`config.mk`:
```
export PLATFORM = sky130hd
export DESIGN_NAME = registrador_universal_n
export DESIGN_NICKNAME = d
export VERILOG_FILES = /design/src/rtl/reg_univ_pkg.sv /design/src/rtl/registrador_universal_n_divisor_passo.sv /design/src/rtl/registrador_universal_n.sv
export SDC_FILE = /design/constraint.sdc
export NUM_CORES = 1
export LEC_CHECK = 0
export ABC_AREA = 1
export BUFFER_PORTS_ARGS = -buffer_cell sky130_fd_sc_hd__buf_2
export CORE_ASPECT_RATIO = 1.75
export CORE_MARGIN = 3
export CORE_UTILIZATION = 38
export DETAILED_ROUTE_END_ITERATION = 12
export PLACE_DENSITY = 0.59
export RECOVER_POWER = 25
export SLEW_MARGIN = 20
export SYNTH_ARGS = -nofsm -noshare
export SYNTH_HDL_FRONTEND = slang
export SYNTH_SLANG_ARGS = --single-unit
```
`constraint.sdc`:
```
create_clock -name clk -period 2.25 [get_ports clk]
set_input_delay 0.1125 -clock clk [delete_from_list [all_inputs] [get_ports clk]]
set_output_delay 0.1125 -clock clk [all_outputs]
set_load 0.02 [all_outputs]
```
`src/rtl/reg_univ_pkg.sv`:
```
// Shared definitions for the universal shift register family.
//   modo_t    : operation codes carried on the 2-bit modo port
//   pos_width : bit width of the rotation-offset output for a given length
package reg_univ_pkg;

  typedef enum logic [1:0] {
    MODO_HOLD = 2'b00,
    MODO_LOAD = 2'b01,
    MODO_DIR  = 2'b10,
    MODO_ESQ  = 2'b11
  } modo_t;

  // clog2(width), never narrower than one bit.
  function automatic int pos_width(input int width);
    return (width > 2) ? $clog2(width) : 1;
  endfunction

endpackage

```
`src/rtl/registrador_universal_n_divisor_passo.sv`:
```
// Step-rate prescaler (module divisor_passo).
// Counts 0..DIV-1 while enable is high and freezes while it is low; tick is
// asserted combinationally in the cycle whose rising edge completes a period.
// Ports:
//   clk    : system clock
//   rst    : synchronous, active-high reset
//   enable : count this cycle (step mode active)
//   clear  : restart the period from zero
//   tick   : a step executes on the coming edge
module divisor_passo #(
  parameter int DIV = 1
) (
  input  logic clk,
  input  logic rst,
  input  logic enable,
  input  logic clear,
  output logic tick
);

  localparam int            CW   = (DIV > 1) ? $clog2(DIV) : 1;
  localparam logic [CW-1:0] LAST = CW'(DIV - 1);

  logic [CW-1:0] cnt;

  // With DIV=1 the counter sits at 0 == LAST, so every enabled edge ticks.
  assign tick = enable && (cnt == LAST);

  // NOTE: sequential state is written with non-blocking assignments so every
  // flop samples the pre-edge values regardless of block ordering.
  always_ff @(posedge clk) begin
    if (rst) begin
      cnt <= '0;
    end else if (clear) begin
      cnt <= '0;
    end else if (enable) begin
      cnt <= tick ? '0 : cnt + CW'(1);
    end
  end

endmodule

```
`src/rtl/registrador_universal_n.sv`:
```
// Parametrised universal shift register driving a scrolling display panel.
// Holds a WIDTH-bit message; supports hold, parallel load, and left/right
// rotate or serial shift, with steps paced by a DIV-cycle prescaler.
// Optional build macro: REG_UNIV_CONTADOR_EN enables the rotation-offset
// counter (posicao) and the full-revolution strobe (volta_completa); without
// it both outputs are tied to 0.
// Ports:
//   clk, rst       : clock and synchronous active-high reset
//   modo           : 00 hold, 01 load, 10 step right, 11 step left
//   circular       : 1 rotate, 0 serial shift with serial_in
//   serial_in      : bit entering the vacated end in serial mode
//   cadeia_de_bits : parallel load data
//   saida_janela   : registered display slice, reg[0] on the MSB
//   passo          : strobe aligned with saida_janela first showing stepped data
//   volta_completa : strobe as posicao returns to 0 after a rotation
//   posicao        : rotation offset modulo WIDTH
module registrador_universal_n
  import reg_univ_pkg::*;
#(
  parameter int WIDTH  = 16,
  parameter int WINDOW = 7,
  parameter int DIV    = 1
) (
  input  logic                           clk,
  input  logic                           rst,
  input  logic [1:0]                     modo,
  input  logic                           circular,
  input  logic                           serial_in,
  input  logic [WIDTH-1:0]               cadeia_de_bits,
  output logic [WINDOW-1:0]              saida_janela,
  output logic                           passo,
  output logic                           volta_completa,
  output logic [pos_width(WIDTH)-1:0]    posicao
);

  localparam int PW = pos_width(WIDTH);

  modo_t             modo_e;
  logic              em_passo;
  logic              tick;
  logic [WIDTH-1:0]  reg_q;
  logic [WIDTH-1:0]  reg_d;
  logic [WINDOW-1:0] janela_d;
  logic              passo_q1;

  assign modo_e   = modo_t'(modo);
  assign em_passo = (modo_e == MODO_DIR) || (modo_e == MODO_ESQ);

  divisor_passo #(.DIV(DIV)) u_divisor_passo (
    .clk    (clk),
    .rst    (rst),
    .enable (em_passo),
    .clear  (modo_e == MODO_LOAD),
    .tick   (tick)
  );

  // NOTE: every combinational output gets a default before the case so no
  // path leaves it unassigned and no latch is inferred.
  always_comb begin
    reg_d = reg_q;
    unique case (modo_e)
      MODO_LOAD: reg_d = cadeia_de_bits;
      MODO_DIR:  if (tick) reg_d = {circular ? reg_q[0] : serial_in, reg_q[WIDTH-1:1]};
      MODO_ESQ:  if (tick) reg_d = {reg_q[WIDTH-2:0], circular ? reg_q[WIDTH-1] : serial_in};
      default:   ;
    endcase
  end

  // Display slice is bit-reversed: reg[0] lands on the leftmost panel column.
  always_comb begin
    janela_d = '0;
    for (int k = 0; k < WINDOW; k++) begin
      janela_d[WINDOW-1-k] = reg_q[k];
    end
  end

  // passo goes through two flops so it coincides with the slice register
  // showing the stepped data, which lags reg_q by one cycle.
  always_ff @(posedge clk) begin
    if (rst) begin
      reg_q        <= '0;
      saida_janela <= '0;
      passo_q1     <= 1'b0;
      passo        <= 1'b0;
    end else begin
      reg_q        <= reg_d;
      saida_janela <= janela_d;
      passo_q1     <= tick;
      passo        <= passo_q1;
    end
  end

`ifdef REG_UNIV_CONTADOR_EN
  localparam logic [PW-1:0] POS_MAX = PW'(WIDTH - 1);

  logic [PW-1:0] pos_d;
  logic          volta_d;

  // Circular steps move the offset; a serial step destroys the message
  // alignment, so the offset restarts at 0 without claiming a revolution.
  always_comb begin
    pos_d   = posicao;
    volta_d = 1'b0;
    if (modo_e == MODO_LOAD) begin
      pos_d = '0;
    end else if (tick) begin
      if (!circular) begin
        pos_d = '0;
      end else begin
        if (modo_e == MODO_ESQ) pos_d = (posicao == POS_MAX) ? '0 : posicao + PW'(1);
        else                    pos_d = (posicao == '0) ? POS_MAX : posicao - PW'(1);
        volta_d = (pos_d == '0);
      end
    end
  end

  always_ff @(posedge clk) begin
    if (rst) begin
      posicao        <= '0;
      volta_completa <= 1'b0;
    end else begin
      posicao        <= pos_d;
      volta_completa <= volta_d;
    end
  end
`else
  assign posicao        = '0;
  assign volta_completa = 1'b0;
`endif

endmodule

```
# Word level (Yosys, flattened, before mapping)
# Index checks and enable logic that the tools add are counted.
totals:
  out_inout_bits: 13
  word_cells: 23
  register_bits: 26
  inputBits: 22
op_classes:
  bitwise_logic: 1
  n_eq_ne: 5
  n_reduce_logical: 5
  add_sub_neg: 1
  muxes: 6
ops:
  columns: ["op", "count"]
  rows:
  - ["$pmux W16 S3", 1]
  - ["$mux W16", 2]
  - ["$eq A2 B2 Y1 const B", 2]
  - ["$ne A2 B2 Y1 const B", 2]
  - ["$mux W1", 3]
  - ["$reduce_and A3 Y1", 1]
  - ["$reduce_bool A3 Y1", 1]
  - ["$eq A2 B1 Y1 const B", 1]
  - ["$reduce_or A2 Y1", 1]
  - ["$add A1 B1 Y1 const B", 1]
  - ["$logic_and A1 B1 Y1", 1]
  - ["$logic_or A1 B1 Y1", 1]
  - ["$not A1 Y1", 1]

# Depth between registers and ports, before layout
logic_depth:
  ltp_word: 5
  depth_mapped: 8
  mapped_depth_nobuf: 6

# Modules after synthesis
# From an unflattened synthesis, not the netlist that was laid out.
hier_totals:
  hier_cells: 187
  area_unflattened_um2: 1396.3
by_module_without_submodules:
  columns: ["module", "cells_per_inst", "seq_area_each_um2", "n_inst", "area_each_um2"]
  rows:
  - ["registrador_universal_n", 179, 500.5, 1, 1350.0]
  - ["divisor_passo", 8, 20.0, 1, 46.3]

# Worst setup path before layout
# Ideal clock, no wire load.
synth_timing:
  path_kind: "register -> register"
  start: "register u_divisor_passo.cnt"
  end: "register reg_q[3]"
  path_slack_ns: 1.244
  arrival_ns: 0.889
  path_buffers: 1
  period_less_slack_ns: 1.006
  setup_ns: 0.117
  path_stages_with_launch: 8
  required_time_ns: 2.133
  cell_sequence: "dfxtp_1 > inv_1 > nand2_8 > nand2_4 > buf_6 > o21ai_0 > nor2_1 > nor2_1"
synth_via:
  elab_chain_cells: 4
  elab_cells_between_ends: 5
  classes_between: "2 x eq/ne; 1 x bitwise; 2 x reduce/logical"
synth_lines:
  columns: ["element", "line_no", "text"]
  rows:
  - ["start, declared", "registrador_universal_n_divisor_passo.sv:23", "logic [CW-1:0] cnt;"]
  - ["start signal, assigned", "registrador_universal_n_divisor_passo.sv:36", "cnt <= tick ? '0 : cnt + CW'(1);"]
  - ["$not A1 Y1 *", "registrador_universal_n_divisor_passo.sv:26", "assign tick = enable && (cnt == LAST);"]
  - ["$logic_and A1 B1 Y1 *", "registrador_universal_n_divisor_passo.sv:26", null]
  - ["$ne A2 B2 Y1 (no line)", null, null]
  - ["$reduce_and A3 Y1 (no line) *", null, null]
  - ["end signal, assigned", "registrador_universal_n.sv:86", "reg_q <= reg_d;"]
  - ["end, declared", "registrador_universal_n.sv:41", "logic [WIDTH-1:0] reg_q;"]
# Every way passes the cells marked *; elsewhere a longest branch is shown, timed or not.
# A chain may end at the register's enable or synchronous reset.

# Worst setup path after layout
layout_timing:
  start: "register u_divisor_passo.cnt"
  end: "register reg_q[2]"
# Same word-level chain as after synthesis.

==> reports/results.txt <==
HP Class: in2reg
Ranking of synthesized cells by area: dfxtp_1 41%, o21ai_0 12%, nor2_1 12%, nand2_1 9.1%, buf_6 5.3%
Final worst slack: 1.04 ns
Crit path to: reg_q[2]$_SDFFE_PP0P_
H-tree levels: 1
Status: finished clean
Stages on worst setup path: 6
Period Utilization, post-route: 0.537
Drt pass-1 iters: 4
Post-synthesis instance total: 183
DR WL/cell: 10.7 um
Crit path cell chain: inv_1 > nand2_8 > nand2_4 > o21ai_0 > nor2_1 > nor2_1
Via count: 1139
Warnings from Yosys: 0
Largest net degree at the start of global routing: 33
CTS sink count: 26
CP arrival: 1.37 ns
RSZ-0062 raised after global routing: false
Die H: 82.6 um
Worst R2R Setup Slack: 1.04 ns
DRT iter0 DRCs: 25
Count of state elements after synthesis: 26
Residual DRC: 0
CTS root buf: clkbuf_8
CP dominant cell by count: nor2_1
CP peak stage delay: 0.31 ns
Netlist cell types: 20
Startpoint Class: register
R2R cell count: 6
Total grt overflow: 0
Nets: 229
Post_cts resized: 0
Most common cell after layout, fill and taps aside: nor2_1
Worst setup path category: reg2reg
Slowest-stage cell, CP: dfxtp_1
Area Overhead vs Synth: 13.2%
GR Util All Layers: 0.133
Post-CTS Hold Buffers: 0
Routed WL: 2.66 mm
Worst vdd ir: 0.416 mV
Syn avg cell area: 6.95 sq um
Non-Filler Instances: 249
Critical path required time: 2.41 ns
Final hold vios: 0
Leakage power: 0.683 nW
FF-to-FF Start: u_divisor_passo.cnt$_SDFFE_PP0P_
Final slew viol count: 0
Initial core utilization: 0.401
Place WS: 1.02 ns
Worst Setup SP: u_divisor_passo.cnt$_SDFFE_PP0P_
Worst Path Max Fanout: 32
Num CTS Buffers: 3
Core Area: 3180 sq um
Port-buffer cells: 29
CP bufs+invs: 1
Most frequent cells in the layout: 41 x nor2_1, 31 x nand2_1, 31 x o21ai_0, 29 x buf_2, 26 x dfxtp_1
Placed cell count: 245
Final core occ: 0.454
Final Setup Violations: 0
CTS max path bufs: 2
Worst setup EP type: register
Antenna cell count: 0
Number of global-route vias before repair: 1009
Crit path max-delay family: simple AND/OR/NAND/NOR gates
RD Place Congestion: 0.772
I/O Pins: 35
DR vias/cell: 4.57
CTS tree: built
Die ar.: 4110 sq um
Setup bufs post-CTS: 0
Post-synth top area cell: dfxtp_1
FF-to-FF End: reg_q[2]$_SDFFE_PP0P_
First-pass GRT wire length: 4.35 mm
Detailed placement HPWL: 1.97 mm
Horiz. Die Dim: 49.7 um
Min Clock Period, post-route: 1.21 ns
Seq/Total Area, Yosys: 0.409
Clk_lat worst skew: 0.26 ns
P per Cell Area: 727 nW/um^2
Clock Skew: 0.00312 ns
Worst-path clk slew: 0.09 ns
ANT nets after route: 0
Synth Cell Area: 1270 sq um
Initial antenna violation count: 0
Share of cells above drive strength 1: 0.194
MaxCap Viol Count: 0
Final setup TNS: 0 ns
Yosys top cell area share: 0.409
Row count: 27
Fmax: 827 MHz
power breakdown:
part	switching, mW	internal (mW)	leakage [nW]	total, mW
sequential	0.0152	0.492	0.215	0.507
clock	0.144	0.238	0.0357	0.381
combinational	0.104	0.0551	0.433	0.159
total	0.263	0.785	0.683	1.05
registers in the layout, summed over array words and instances, names as in the netlist:
signal and flops:
passo 1, saida_janela 7, u_divisor_passo.cnt 1, reg_q 16, passo_q1 1
logic make-up (layout without fill, tap and decap cells):
group | count (synthesis) | after routing | synth area share
flops | 26 | 26 | 0.409
buf+inv | 33 | 52 | 0.150
simple gates | 84 | 84 | 0.278
compound gates | 39 | 39 | 0.159
other cells | 1 | 5 | 0.00295
cells in the mapped netlist:
master / instances
dfxtp_1: 26
o21ai_0: 31
nand2_2: 1
inv_1: 17
buf_4: 5
o21ai_2: 2
inv_2: 1
nor4_1: 1
inv_4: 1
nand3_1: 8
nor2_1: 41
a21oi_1: 2
nand2_8: 1
o21ai_1: 4
conb_1: 1
nand2_4: 1
clkbuf_1: 2
buf_6: 6
nand2_1: 31
buf_2: 1
routing by layer:
| layer | track usage | routed length [um] | vias up |
|---|---|---|---|
| met5 | 0 | 0 | - |
| met4 | 0.0526 | 45 | 0 |
| met3 | 0.0126 | 106 | 4 |
| met2 | 0.248 | 1410 | 28 |
| met1 | 0.153 | 1090 | 500 |
| li1 | - | - | 607 |
how the worst min path moves through the flow:
stage	startpoint	end	slack, ns	cells after the start
final	modo[0]	u_divisor_passo.cnt$_SDFFE_PP0P_	0.09	2
after global routing	modo[0]	u_divisor_passo.cnt$_SDFFE_PP0P_	0.11	2
after CTS	modo[0]	u_divisor_passo.cnt$_SDFFE_PP0P_	0.09	2
after detailed placement	modo[0]	u_divisor_passo.cnt$_SDFFE_PP0P_	0.38	2
after global placement	modo[0]	u_divisor_passo.cnt$_SDFFE_PP0P_	0.37	2
after floorplan	modo[0]	u_divisor_passo.cnt$_SDFFE_PP0P_	0.19	1
through the flow:
step	instance area (sq um)	power (mW)	hold slack [ns]
4_1_cts	1440	1.06	0.0917
5_1_grt	1440	1.11	0.107
3_5_place_dp	1370	0.678	0.381
6_report	1440	1.05	0.0931
3_3_place_gp	1370	0.676	0.374
2_1_floorplan	1290	0.648	0.191
final cells by class:
cell class,instances,area (sq um)
Fill cell,362,1740
Multi-Input combinational cell,128,576
Sequential cell,26,520
Timing Repair Buffer,29,145
Inverter,19,73.8
Tap cell,43,53.8
Clock buffer,3,41.3
Clock inverter,1,30.0
No activity file was read; power rests on OpenSTA's default activity.
